### src/rtl/rv_pkg.sv
// Shared front-end definitions: datapath width, instruction size, PC generator
// state encoding and the redirect-target legality check.
package rv_pkg;

  localparam int XLEN        = 32;
  localparam int INSTR_BYTES = 4;

  typedef enum logic [1:0] {
    BOOT  = 2'd0,
    RUN   = 2'd1,
    HALT  = 2'd2,
    FAULT = 2'd3
  } pc_gen_state_t;

  // A target is unusable when it is not word aligned or lies past the end of imem.
  function automatic logic is_bad_target(input logic [XLEN-1:0] addr,
                                         input logic [XLEN-1:0] mem_bytes);
    return (addr[1:0] != 2'b00) || (addr >= mem_bytes);
  endfunction

endpackage

### src/rtl/pc_gen.sv
// Program-counter stage feeding a 1-cycle synchronous instruction memory.
// if_pc/if_valid are registered on the same edge that imem captures mem[pc].
module pc_gen
  import rv_pkg::*;
#(
  parameter logic [31:0] RESET_PC   = 32'h0000_0000,
  parameter int          IMEM_BYTES = 16
) (
  input  logic                clk,
  input  logic                rst,
  output logic [XLEN-1:0]     pc,
  input  logic                stall,
  input  logic                redirect_valid,
  input  logic [XLEN-1:0]     redirect_target,
  input  logic                halt_req,
  output logic                if_valid,
  output logic [XLEN-1:0]     if_pc,
  output logic                halted,
  output logic                fault,
  output logic [XLEN-1:0]     fetch_count,
  output pc_gen_state_t       state_dbg
);

  // Handshake to decode: an instruction transfers on a cycle with if_valid=1,
  // stall=0 and redirect_valid=0; while stall=1 pc, if_pc and if_valid are held.

  localparam logic [XLEN-1:0] PC_MASK = XLEN'(IMEM_BYTES - 1);
  localparam logic [XLEN-1:0] MEM_TOP = XLEN'(IMEM_BYTES);
  localparam logic [XLEN-1:0] PC_STEP = XLEN'(INSTR_BYTES);

  pc_gen_state_t   state, state_next;
  logic [XLEN-1:0] pc_inc, pc_d, if_pc_d;
  logic            if_valid_d, target_bad, accept;

  assign pc_inc     = (pc + PC_STEP) & PC_MASK;
  assign target_bad = is_bad_target(redirect_target, MEM_TOP);
  assign accept     = if_valid && !stall && !redirect_valid;

  always_comb begin
    state_next = state;
    pc_d       = pc;
    if_pc_d    = pc;
    if_valid_d = 1'b0;
    case (state)
      BOOT: state_next = RUN;
      RUN: begin
        if (redirect_valid && target_bad) begin
          state_next = FAULT;
        end else if (redirect_valid) begin
          pc_d = redirect_target;
        end else if (halt_req) begin
          state_next = HALT;
        end else if (stall) begin
          if_pc_d    = if_pc;
          if_valid_d = if_valid;
        end else begin
          pc_d       = pc_inc;
          if_valid_d = 1'b1;
        end
      end
      HALT: begin
        if (redirect_valid && target_bad) begin
          state_next = FAULT;
        end else if (redirect_valid) begin
          state_next = RUN;
          pc_d       = redirect_target;
        end
      end
      FAULT: state_next = FAULT;
      default: state_next = BOOT;
    endcase
  end

  always_ff @(posedge clk or posedge rst) begin
    if (rst) begin
      state       <= BOOT;
      pc          <= RESET_PC;
      if_pc       <= RESET_PC;
      if_valid    <= 1'b0;
      fetch_count <= '0;
    end else begin
      state    <= state_next;
      pc       <= pc_d;
      if_pc    <= if_pc_d;
      if_valid <= if_valid_d;
      if (accept) fetch_count <= fetch_count + 1'b1;
    end
  end

  // FAULT is only left through rst, so deriving fault from state keeps it sticky.
  assign halted    = (state == HALT);
  assign fault     = (state == FAULT);
  assign state_dbg = state;

endmodule

### config.mk
export PLATFORM = sky130hd
export DESIGN_NAME = pc_gen
export DESIGN_NICKNAME = d
export VERILOG_FILES = /design/src/rtl/rv_pkg.sv /design/src/rtl/pc_gen.sv
export SDC_FILE = /design/constraint.sdc
export NUM_CORES = 1
export LEC_CHECK = 0
export CORE_UTILIZATION = 48
export DETAILED_ROUTE_END_ITERATION = 8
export GPL_ROUTABILITY_DRIVEN = 0
export PLACE_DENSITY_LB_ADDON = 0.08
export SLEW_MARGIN = 40
export SYNTH_ARGS = -nofsm -noshare
export SYNTH_HDL_FRONTEND = slang
export SYNTH_SLANG_ARGS = --single-unit
### constraint.sdc
create_clock -name clk -period 6.1 [get_ports clk]
set_clock_uncertainty 0.05 [all_clocks]
set_input_delay 1.525 -clock clk [delete_from_list [all_inputs] [get_ports clk]]
set_output_delay 1.525 -clock clk [all_outputs]
set_load 0.005 [all_outputs]
# Word-level counts from Yosys, hierarchy flattened
# Index checks and enable logic that the tools add are counted.
[totals] register_bits=99 out_inout_bits=101 word_cells=54
[op_classes] add_sub_neg=2 n_lt_le_gt_ge=1 n_eq_ne=12 n_mux=23 n_reduce_logical=11
[op_table] operator="32-bit two-way mux" count=11
[op_table] operator="32-bit case mux with 2 select lines" count=1
[op_table] operator="32-bit by 1-bit adder with 32-bit output (second input constant)" count=1
[op_table] operator="32-bit by 5-bit greater-or-equal comparator with 1-bit output (second input constant)" count=1
[op_table] operator="3-bit inequality test (second input constant)" count=4
[op_table] operator="2-bit two-way mux" count=5
[op_table] operator="2-bit case mux with 4 select lines" count=1
[op_table] operator="2-bit inequality test (second input constant)" count=3
[op_table] operator="6-bit AND reduction" count=1
[op_table] operator="1-bit two-way mux" count=5
[op_table] operator="5-bit inequality test (second input constant)" count=1
[op_table] operator="4-bit by 3-bit adder with 4-bit output (second input constant)" count=1
[op_table] operator="2-bit == test (second input constant)" count=2
[op_table] operator="2-bit nonzero test" count=2
[op_table] operator="1-bit logical AND" count=3
[op_table] operator="3-bit by 2-bit inequality test with 1-bit output (second input constant)" count=1
[op_table] operator="3-bit AND reduction" count=1
[op_table] operator="2-bit by 1-bit == test with 1-bit output (second input constant)" count=1
[op_table] operator="1-bit zero test" count=2
[op_table] operator="2-bit zero test" count=1
[op_table] operator="1-bit logical OR" count=1

# Logic depth before layout (Yosys ltp)
[depth] ltp_word=6 ltp_mapped=7

# Worst setup path before layout
# Ideal clock, no wire load.
[synth_path] path_kind="input to register" from="in redirect_valid" to="reg fetch_count[25]" arrival_ns=2.816 t_required_ns=5.971 path_slack_ns=3.154 cell_stages=6 n_path_buf=1 cell_sequence="buf_6 > nor3b_4 > nand4_1 > or3b_4 > nor2_1 > xor2_1"
[synth_via] elab_chain_len=2
[synth_lines] element="from (decl)" line="pc_gen.sv:13" source="input logic redirect_valid,"
[synth_lines] element="1-bit zero test" line="pc_gen.sv:37" source="assign accept = if_valid && !stall && !redirect_valid;"
[synth_lines] element="1-bit logical AND" line="pc_gen.sv:37"
[synth_lines] element="to (signal assigned)" line="pc_gen.sv:86" source="if (accept) fetch_count <= fetch_count + 1'b1;"
[synth_lines] element="to (decl)" line="pc_gen.sv:20" source="output logic [XLEN-1:0] fetch_count,"
# Every way passes these cells.
# A chain may end at the register's enable or synchronous reset.

# Worst setup path after layout
[layout_path] from="in redirect_valid" to="reg fetch_count[29]"
# The elaborated chain is that of the path after synthesis.

==> flow_metrics.py <==
metrics = {
    "timing": {
        "clock.fmax_mhz": 301,
        "slew_violations": 0,
        "rsz0062_at_grt": "no",
        "hold_viol_final": 0,
        "slew_headroom_pct": 55.1,
        "finalCritPeriodShare_pct": 54.4,
        "setup_viol": 0,
        "timing_worst_slew_pin_value_ps": 674,
        "setup-tns-final_ps": 0,
        "whs_ps": 427,
        "layout_min_cycle_time_ps": 3320,
    },
    "final_layout": {
        "drive_gt1_share_pct": 13.6,
        "multiInputGateArea_mm2": 0.00143,
        "fillerInstances": 580,
        "post-route-util_pct": 71.8,
        "syn_to_final_growth_pct": 42.8,
        "ff_latch_area_mm2": 0.00248,
        "diodes": 0,
        "fin_nets": 481,
    },
    "cts": {
        "post_cts_buffers": 0,
        "ctsHoldBuffers": 0,
        "worst_skew_pair.late_latency_ps": 350,
        "clockBufferDepth": 2,
        "htreeDepth": 3,
        "cts_tree": "yes",
        "cts_resized": 0,
        "clock_sinks": 99,
        "cts-root-buf": "clkbuf_8",
        "cts_buffers": 9,
        "clkSlewWorstSetupHoldPaths_ps": 90,
    },
    "logic_synthesis": {
        "synth.avg_cell_area_um2": 13.1,
        "yosysWarnings": 0,
        "synth_seq_area_share_pct": 63.1,
        "netlist_area_mm2": 0.00393,
        "synthesis.nets": 338,
        "synth.distinct_cells": 34,
        "synthCells": 300,
        "synth-seq-cells": 99,
    },
    "setup_path": {
        "r2r_cells": 5,
        "critical_path.endpoint_type": "register",
        "worst_setup_path_start_kind": "primary input",
        "crit_type": "in -> reg",
        "critPathRequiredTime_ps": 6290,
        "arrival_ps": 3510,
        "path_max_fanout": 9,
    },
    "floorplanning": {
        "core_mm2": 0.00781,
        "die_w_um": 92.5,
        "start_util_pct": 50.3,
        "placementRows": 32,
        "pin_count": 138,
        "die_h_um": 92.5,
        "dieArea_mm2": 0.00855,
    },
    "power_and_ir_drop": {
        "leakagePower_nw": 2.54,
        "vdd_drop_max_mv": 0.129,
        "p_per_area_mw_per_mm2": 195,
        "sw_frac_of_total_pct": 23.3,
        "power.switching_w": 0.000255,
        "internal_power_w": 0.000837,
        "seq_power_share_pct": 60.5,
        "pwr-share-clk_pct": 35.0,
        "power.share.combinational_pct": 4.5,
    },
    "drt": {
        "drt-vias-per-instance": 5.04,
        "dr.first_iter.drc_count": 104,
        "wl_per_cell_um": 15.2,
        "antenna_left": 0,
        "dr.pass1.iters": 4,
        "drc": 0,
        "drt_wl_total_um": 8350,
        "vias": 2765,
    },
    "placed_design": {
        "io_buffers": 137,
        "dp_hpwl_um": 5930,
    },
    "flow_run": {
        "drv_cap": 0,
    },
    "global_routing": {
        "grt.total_usage_pct": 21.1,
        "grt-ovfl-total": 0,
        "grt_antenna_before_repair": 0,
        "grt_pass1_wl_um": 13900,
        "grt_max_degree": 57,
        "grt_pass1_vias": 2796,
    },
    "hold_path": {
        "hold_depth": 1,
        "hp-class": "reg -> reg",
    },
    "outcome": {
        "status": "completed",
    },
}
power by group through the flow:
stage	Clock, W	Sequential (W)	Combinational, W
3_3_place_gp	0	0.000673	0.0000490
3_5_place_dp	0	0.000673	0.0000505
2_1_floorplan	0	0.000673	0.0000168
5_1_grt	0.000416	0.000661	0.0000557
4_1_cts	0.000393	0.000660	0.0000507
6_report	0.000382	0.000660	0.0000495
flip-flops by register name, summed over array words and instances, names as in the netlist:
signal	flops
pc	32
if_valid	1
if_pc	32
state_dbg	2
fetch_count	32
metrics by stage:
stage / worst slack [ps] / total power, W / instances / instance area [um2]
floorplan: 1930 / 0.000690 / 300 / 3930
global route: 2580 / 0.00113 / 549 / 5610
detailed placement: 2260 / 0.000724 / 534 / 5420
global placement: 2320 / 0.000722 / 534 / 5420
CTS: 2650 / 0.00110 / 549 / 5590
finish: 2780 / 0.00109 / 549 / 5610
critical path, stage by stage:
cell and delay, ps:
clkdlybuf4s50_1 560, nor3b_4 370, nand4_1 250, nor2_1 470
nand3_1 160, xnor2_1 160
cells in the mapped netlist:
master    number  area [um2]
dfrtp_1       99        2480
mux2_2        33         372
and2_1        32         200
xnor2_1       22         193
nand2_1       17        63.8
nand3_1       12        60.1
nand4_1       11        68.8
nor2_1        11        41.3
xor2_1         9        78.8
nor4_1         6        37.5
inv_1          5        18.8
a21oi_1        4        20.0
nor3_1         4        20.0
or2_2          4        25.0
and3_1         3        18.8
and4_1         3        26.3
clkbuf_1       3        11.3
a21o_1         2        15.0
buf_1          2        7.51
nor2b_1        2        12.5
o211ai_1       2        15.0
o21ai_0        2        10.0
and4b_1        1        10.0
buf_6          1        11.3
ha_1           1        12.5
mux2i_1        1        10.0
nor3_4         1        16.3
nor3b_2        1        12.5
nor3b_4        1        18.8
nor4b_1        1        8.76
o21ai_1        1        5.00
o21bai_1       1        7.51
or3_4          1        11.3
or3b_4         1        11.3
layout make-up:
class	count	share of cell area (%)
clock buffer	9	2.21
clock inverter	6	0.937
inverter	5	0.379
multi-input combinational	190	25.4
sequential	99	44.2
tap	102	2.28
timing repair buffer	138	24.6
cell families (layout without fill, tap and decap cells):
kind of cell | count (synthesis) | in the layout | synth area share, %
buf+inv | 11 | 158 | 1.24
compound gates | 12 | 12 | 1.85
simple gates | 112 | 112 | 16.9
fa+ha+maj | 1 | 1 | 0.319
xor+xnor | 31 | 31 | 6.91
mux | 34 | 34 | 9.72
flops | 99 | 99 | 63.1
worst paths after layout:
| path | start | to | slack, ps |
|---|---|---|---|
| min | fetch_count[31] | fetch_count[31] | 430 |
| min in group asynchronous | rst | fetch_count[6] | 1580 |
| max in group asynchronous | rst | if_pc[30] | 3400 |
| min reg2reg | fetch_count[31] | fetch_count[31] | 430 |
| max | redirect_valid | fetch_count[29] | 2780 |
| max reg2reg | fetch_count[4] | fetch_count[29] | 4080 |
placed cells by master, fill, tap and decap left out, drive strengths merged:
cell type / instances
nor4: 6
o21bai: 1
mux2i: 1
dfrtp: 99
o211ai: 2
xor2: 9
nand2: 17
inv: 6
clkbuf: 9
o21ai: 3
nand4: 11
a21o: 2
and4b: 1
nor4b: 1
nor2b: 2
xnor2: 22
nand3: 12
buf: 1
and2: 32
and4: 3
nor2: 11
ha: 1
or3b: 1
or2: 4
clkdlybuf4s50: 137
clkinvlp: 2
mux2: 33
or3: 1
and3: 3
nor3b: 2
clkinv: 3
nor3: 5
a21oi: 4
routing by layer:
metal	routed length, um	vias to the layer above	GRT usage (%)
met5	0	-	0
met3	441	11	4.43
met1	3680	1356	28.5
met2	4060	83	32.7
met4	166	0	9.77
li1	-	1315	-
Power figures use the tool's default switching activity.
==> patch 1 (same settings) <==
Add an input register stage for `redirect_target`; this delays it by one clock. The other inputs are not delayed to match.
--- a/src/rtl/pc_gen.sv
+++ b/src/rtl/pc_gen.sv
@@ -28,12 +28,18 @@
   localparam logic [XLEN-1:0] MEM_TOP = XLEN'(IMEM_BYTES);
   localparam logic [XLEN-1:0] PC_STEP = XLEN'(INSTR_BYTES);
 
+  logic [XLEN-1:0] redirect_target_q;
+
+  always_ff @(posedge clk) begin
+    redirect_target_q <= redirect_target;
+  end
+
   pc_gen_state_t   state, state_next;
   logic [XLEN-1:0] pc_inc, pc_d, if_pc_d;
   logic            if_valid_d, target_bad, accept;
 
   assign pc_inc     = (pc + PC_STEP) & PC_MASK;
-  assign target_bad = is_bad_target(redirect_target, MEM_TOP);
+  assign target_bad = is_bad_target(redirect_target_q, MEM_TOP);
   assign accept     = if_valid && !stall && !redirect_valid;
 
   always_comb begin
@@ -47,7 +53,7 @@
         if (redirect_valid && target_bad) begin
           state_next = FAULT;
         end else if (redirect_valid) begin
-          pc_d = redirect_target;
+          pc_d = redirect_target_q;
         end else if (halt_req) begin
           state_next = HALT;
         end else if (stall) begin
@@ -63,7 +69,7 @@
           state_next = FAULT;
         end else if (redirect_valid) begin
           state_next = RUN;
-          pc_d       = redirect_target;
+          pc_d       = redirect_target_q;
         end
       end
       FAULT: state_next = FAULT;
Check against the original RTL: not equivalent (Yosys sat finds a counterexample within 4 cycles, from zero or initial values and one cycle with rst high).
==> patch 1 against the original RTL <==
Maximum frequency decreased by 4.6%; power rose by 66%; register-to-register slack better by 0.08 ns; setup slack lost 0.16 ns; cell area grew 19%; synthesized cell count up 12%; synthesized area increased by 18%; count of clock-buffer cells in the layout increased by 10; clock power rose by 130%; routed wire length up 10%; global-route usage shrank 0.88 points; sequential cell count increased by 32; largest cell class unchanged; largest power group is now the clock network.
==> patch 1: results (changes against the original RTL) <==
<table>
<tr><th>Metric</th><th>Value</th></tr>
<tr><th colspan="2">Critical path</th></tr>
<tr><td>Reg-to-reg critical path endpoint</td><td>pc[31] (was fetch_count[29])</td></tr>
<tr><td>R2R Path Start</td><td>redirect_target_q[26] (was fetch_count[4])</td></tr>
<tr><td>Top cell family by delay on the critical path</td><td>buffers and inverters (was simple AND/OR/NAND/NOR gates)</td></tr>
<tr><td>Largest incremental delay on the critical path</td><td>0.60 ns (was 0.56 ns)</td></tr>
<tr><td>Last element of the critical path</td><td>halted (was fetch_count[29])</td></tr>
<tr><th colspan="2">Power and ir drop</th></tr>
<tr><td>IR drop worst, VDD</td><td>0.2165 mV (was 0.1290 mV)</td></tr>
<tr><th colspan="2">Final layout</th></tr>
<tr><td>Non-clock buffer area fraction after layout</td><td>20.77% (was 24.59%)</td></tr>
<tr><td>Sequential share of cell area</td><td>46.72% (was 44.19%)</td></tr>
<tr><td>Fraction of area in clock buffers and inverters</td><td>7.986% (was 3.147%)</td></tr>
<tr><td>Seq Cell Count</td><td>131 (was 99)</td></tr>
<tr><td>Non-clock inverters</td><td>3 (was 5)</td></tr>
<tr><td>Count of plain and timing-repair buffers in the layout</td><td>139 (was 138)</td></tr>
<tr><td>Clock buffer count in the final layout</td><td>19 (was 9)</td></tr>
<tr><th colspan="2">Synth</th></tr>
<tr><td>Mux contribution to synthesized area</td><td>8.263% (was 9.716%)</td></tr>
<tr><td>Largest cells by area after synthesis</td><td>sky130_fd_sc_hd__dfrtp_1, sky130_fd_sc_hd__dfxtp_1, sky130_fd_sc_hd__mux2_2 (was sky130_fd_sc_hd__dfrtp_1, sky130_fd_sc_hd__mux2_2, sky130_fd_sc_hd__and2_1)</td></tr>
<tr><td>Syn nets</td><td>375 (was 338)</td></tr>
<tr><td>Asr flop ratio synth</td><td>75.57% (was 100.0%)</td></tr>
<tr><td>Leading cell types by count after synthesis</td><td>sky130_fd_sc_hd__dfrtp_1, sky130_fd_sc_hd__mux2_2, sky130_fd_sc_hd__and2_1, sky130_fd_sc_hd__dfxtp_1, sky130_fd_sc_hd__xnor2_1 (was sky130_fd_sc_hd__dfrtp_1, sky130_fd_sc_hd__mux2_2, sky130_fd_sc_hd__and2_1)</td></tr>
<tr><th colspan="2">Global route</th></tr>
<tr><td>First-pass GRT wire length</td><td>15410 um (was 13890 um)</td></tr>
<tr><td>Overall Global Routing Usage</td><td>20.21% (was 21.09%)</td></tr>
<tr><th colspan="2">CTS</th></tr>
<tr><td>Deepest level of the CTS H-tree</td><td>4 (was 3)</td></tr>
<tr><td>Insertion delay to the later sink of the worst-skew pair</td><td>0.50 ns (was 0.35 ns)</td></tr>
<tr><th colspan="2">Drt</th></tr>
<tr><td>Initial DRC count</td><td>166 (was 104)</td></tr>
<tr><td>Total length of routed wires</td><td>9214 um (was 8347 um)</td></tr>
<tr><th colspan="2">STA</th></tr>
<tr><td>Worst relative slew slack</td><td>59.55% (was 55.07%)</td></tr>
<tr><th colspan="2">Status</th></tr>
<tr><td>Run status</td><td>completed (unchanged)</td></tr>
</table>
patch 1: power by group through the flow:
stage                     Sequential (mW)  Combinational [mW]  Clock, mW
after floorplan                     0.896              0.0139          0
after global placement              0.896              0.0410          0
after detailed placement            0.897              0.0417          0
after CTS                           0.881              0.0417      0.911
after global routing                0.881              0.0460      0.957
final                               0.881              0.0407      0.890
patch 1: stage by stage:
step                utilization, %  instances  area, sq um  hold WS, ns
finish                       71.89        629         6674       0.4244
floorplan                        -        337         4618       0.4000
CTS                          71.78        629         6664       0.4289
global placement             66.04        597         6131       0.4092
global route                 71.89        629         6674       0.4537
detailed placement           66.04        597         6131       0.4199
patch 1: metal layers:
layer  vias up  global-route usage, %  part of all wire [%]  wire length [um]
met5         -                      0                     0                 0
met3        10                  6.407                   5.3               492
li1       1465                      -                     -                 -
met1      1492                  26.24                    44              4097
met4         0                  9.030                   1.3               116
met2       105                  31.30                    49              4507
==> patch 2 (same settings) <==
Made on the original files. Set the package constant `XLEN` to 28 (it was 32).
--- a/src/rtl/rv_pkg.sv
+++ b/src/rtl/rv_pkg.sv
@@ -2,7 +2,7 @@
 // state encoding and the redirect-target legality check.
 package rv_pkg;
 
-  localparam int XLEN        = 32;
+  localparam int XLEN        = 28;
   localparam int INSTR_BYTES = 4;
 
   typedef enum logic [1:0] {
Ports: changed (resized fetch_count, if_pc, pc and redirect_target); port bits go from 138 to 122. No check against the original RTL was run, so the function may have changed too.
==> patch 2 against the original RTL <==
Core utilization shrank 0.74 points; synthesized area shrank 6.8%; critical endpoint is now pc[1]; sequential cell count shrank 12; cell area shrank 7.1%; critical path type unchanged; setup slack lost 0.25 ns; routed wire length shrank 4.4%.
Power is not compared: it rests on default switching activity, and its combinational part moved more than twofold at a synthesized area within 25%.
==> patch 2: results (changes against the original RTL) <==
<table>
<tr><th>Metric</th><th>Value</th></tr>
<tr><th colspan="2">Synth</th></tr>
<tr><td>Number of distinct library cells after synthesis</td><td>42 (was 34)</td></tr>
<tr><td>Largest cells by area after synthesis</td><td>sky130_fd_sc_hd__dfrtp_1, sky130_fd_sc_hd__mux2_2, sky130_fd_sc_hd__a22o_1 (was sky130_fd_sc_hd__dfrtp_1, sky130_fd_sc_hd__mux2_2, sky130_fd_sc_hd__and2_1)</td></tr>
<tr><td>Syn nets</td><td>312 (was 338)</td></tr>
<tr><td>Post-Synthesis Cells</td><td>274 (was 300)</td></tr>
<tr><td>Share of synthesized area occupied by flip-flops and latches</td><td>59.47% (was 63.08%)</td></tr>
<tr><th colspan="2">Critical path</th></tr>
<tr><td>Critical path startpoint</td><td>redirect_target[24] (was redirect_valid)</td></tr>
<tr><td>Largest incremental delay on the critical path</td><td>0.59 ns (was 0.56 ns)</td></tr>
<tr><td>CP max stage cell</td><td>sky130_fd_sc_hd__o2bb2ai_4 (was sky130_fd_sc_hd__clkdlybuf4s50_1)</td></tr>
<tr><td>Arrival time reported for the critical path endpoint</td><td>3.75 ns (was 3.51 ns)</td></tr>
<tr><td>R2R Path Start</td><td>state_dbg[0] (was fetch_count[4])</td></tr>
<tr><th colspan="2">Final layout</th></tr>
<tr><td>Top flop regs</td><td>fetch_count (28), if_pc (28), pc (28) (was fetch_count (32), if_pc (32), pc (32))</td></tr>
<tr><td>Layout filler cell count</td><td>521 (was 580)</td></tr>
<tr><td>Final std cells w/o fill</td><td>503 (was 549)</td></tr>
<tr><td>FF+latch area</td><td>0.002177 sq mm (was 0.002477 sq mm)</td></tr>
<tr><td>Share of post-route cells with drive strength above 1</td><td>14.60% (was 13.65%)</td></tr>
<tr><th colspan="2">Drt</th></tr>
<tr><td>Count of vias placed by the detailed router</td><td>2666 (was 2765)</td></tr>
<tr><td>WL per Instance</td><td>15.86 um (was 15.20 um)</td></tr>
<tr><td>Initial DRC count</td><td>115 (was 104)</td></tr>
<tr><td>Length of routed met3 wiring</td><td>521 um (was 441 um)</td></tr>
<tr><td>DR WL met2</td><td>3796 um (was 4060 um)</td></tr>
<tr><th colspan="2">Status</th></tr>
<tr><td>Run status</td><td>completed (unchanged)</td></tr>
<tr><th colspan="2">Global route</th></tr>
<tr><td>Pin count of the biggest net entering global routing</td><td>56 (was 57)</td></tr>
<tr><td>First-pass GRT wire length</td><td>12610 um (was 13890 um)</td></tr>
<tr><th colspan="2">Place</th></tr>
<tr><td>DPL Wire Length</td><td>5706 um (was 5932 um)</td></tr>
<tr><td>Placed Instances</td><td>487 (was 534)</td></tr>
<tr><td>Port buffer count</td><td>121 (was 137)</td></tr>
</table>
[patch 2: cell count changes after synthesis, moves of 5 or more]
cell / before / now
sky130_fd_sc_hd__and2_1: 32 / 3
sky130_fd_sc_hd__a22o_1: 0 / 24
sky130_fd_sc_hd__nand3_1: 12 / 7
sky130_fd_sc_hd__dfrtp_1: 99 / 87
sky130_fd_sc_hd__buf_2: 0 / 7
[patch 2: logic make-up (layout without fill, tap and decap cells)]
family | after synthesis | count (layout) | share of synthesized area, %
flops | 87 | 87 | 59.47
xor+xnor | 27 | 27 | 6.459
fa+ha+maj | 5 | 5 | 1.709
simple gates | 69 | 69 | 12.17
buf+inv | 15 | 145 | 1.777
mux | 32 | 32 | 9.808
compound gates | 39 | 39 | 8.612
[patch 2: power by group]
part / switching, mW / internal [mW] / total (mW)
Sequential: 0.110 / 0.729 / 0.839
Clock: 0.193 / 0.242 / 0.435
Combinational: 0.286 / 0.462 / 0.748
[patch 2: area by class of cell]
class                      count  area share, %
clock buffer                  11          2.714
clock inverter                 5          1.561
inverter                       6         0.5283
multi-input combinational    172          27.50
sequential                    87          41.79
tap                           99          2.378
timing repair buffer         123          23.54
[patch 2: per-layer routing]
metal	vias up	GRT usage [%]
met5	-	0
met4	0	9.380
met3	14	5.633
met2	91	33.87
met1	1317	27.20
li1	1244	-
[patch 2: final timing paths]
check,end,slack (ns),depth (start not counted)
max,pc[1],2.53,5
min,fetch_count[27],0.43,1
max reg2reg,pc[1],3.70,6
min reg2reg,fetch_count[27],0.43,1
max in group asynchronous,if_pc[0],3.67,3
min in group asynchronous,if_pc[10],1.51,2
[patch 2: through the flow]
step | cell area (sq um) | total power [mW]
global route | 5210 | 2.147
detailed placement | 4987 | 1.598
CTS | 5210 | 2.046
floorplan | 3661 | 1.176
finish | 5210 | 2.022
global placement | 4970 | 1.575
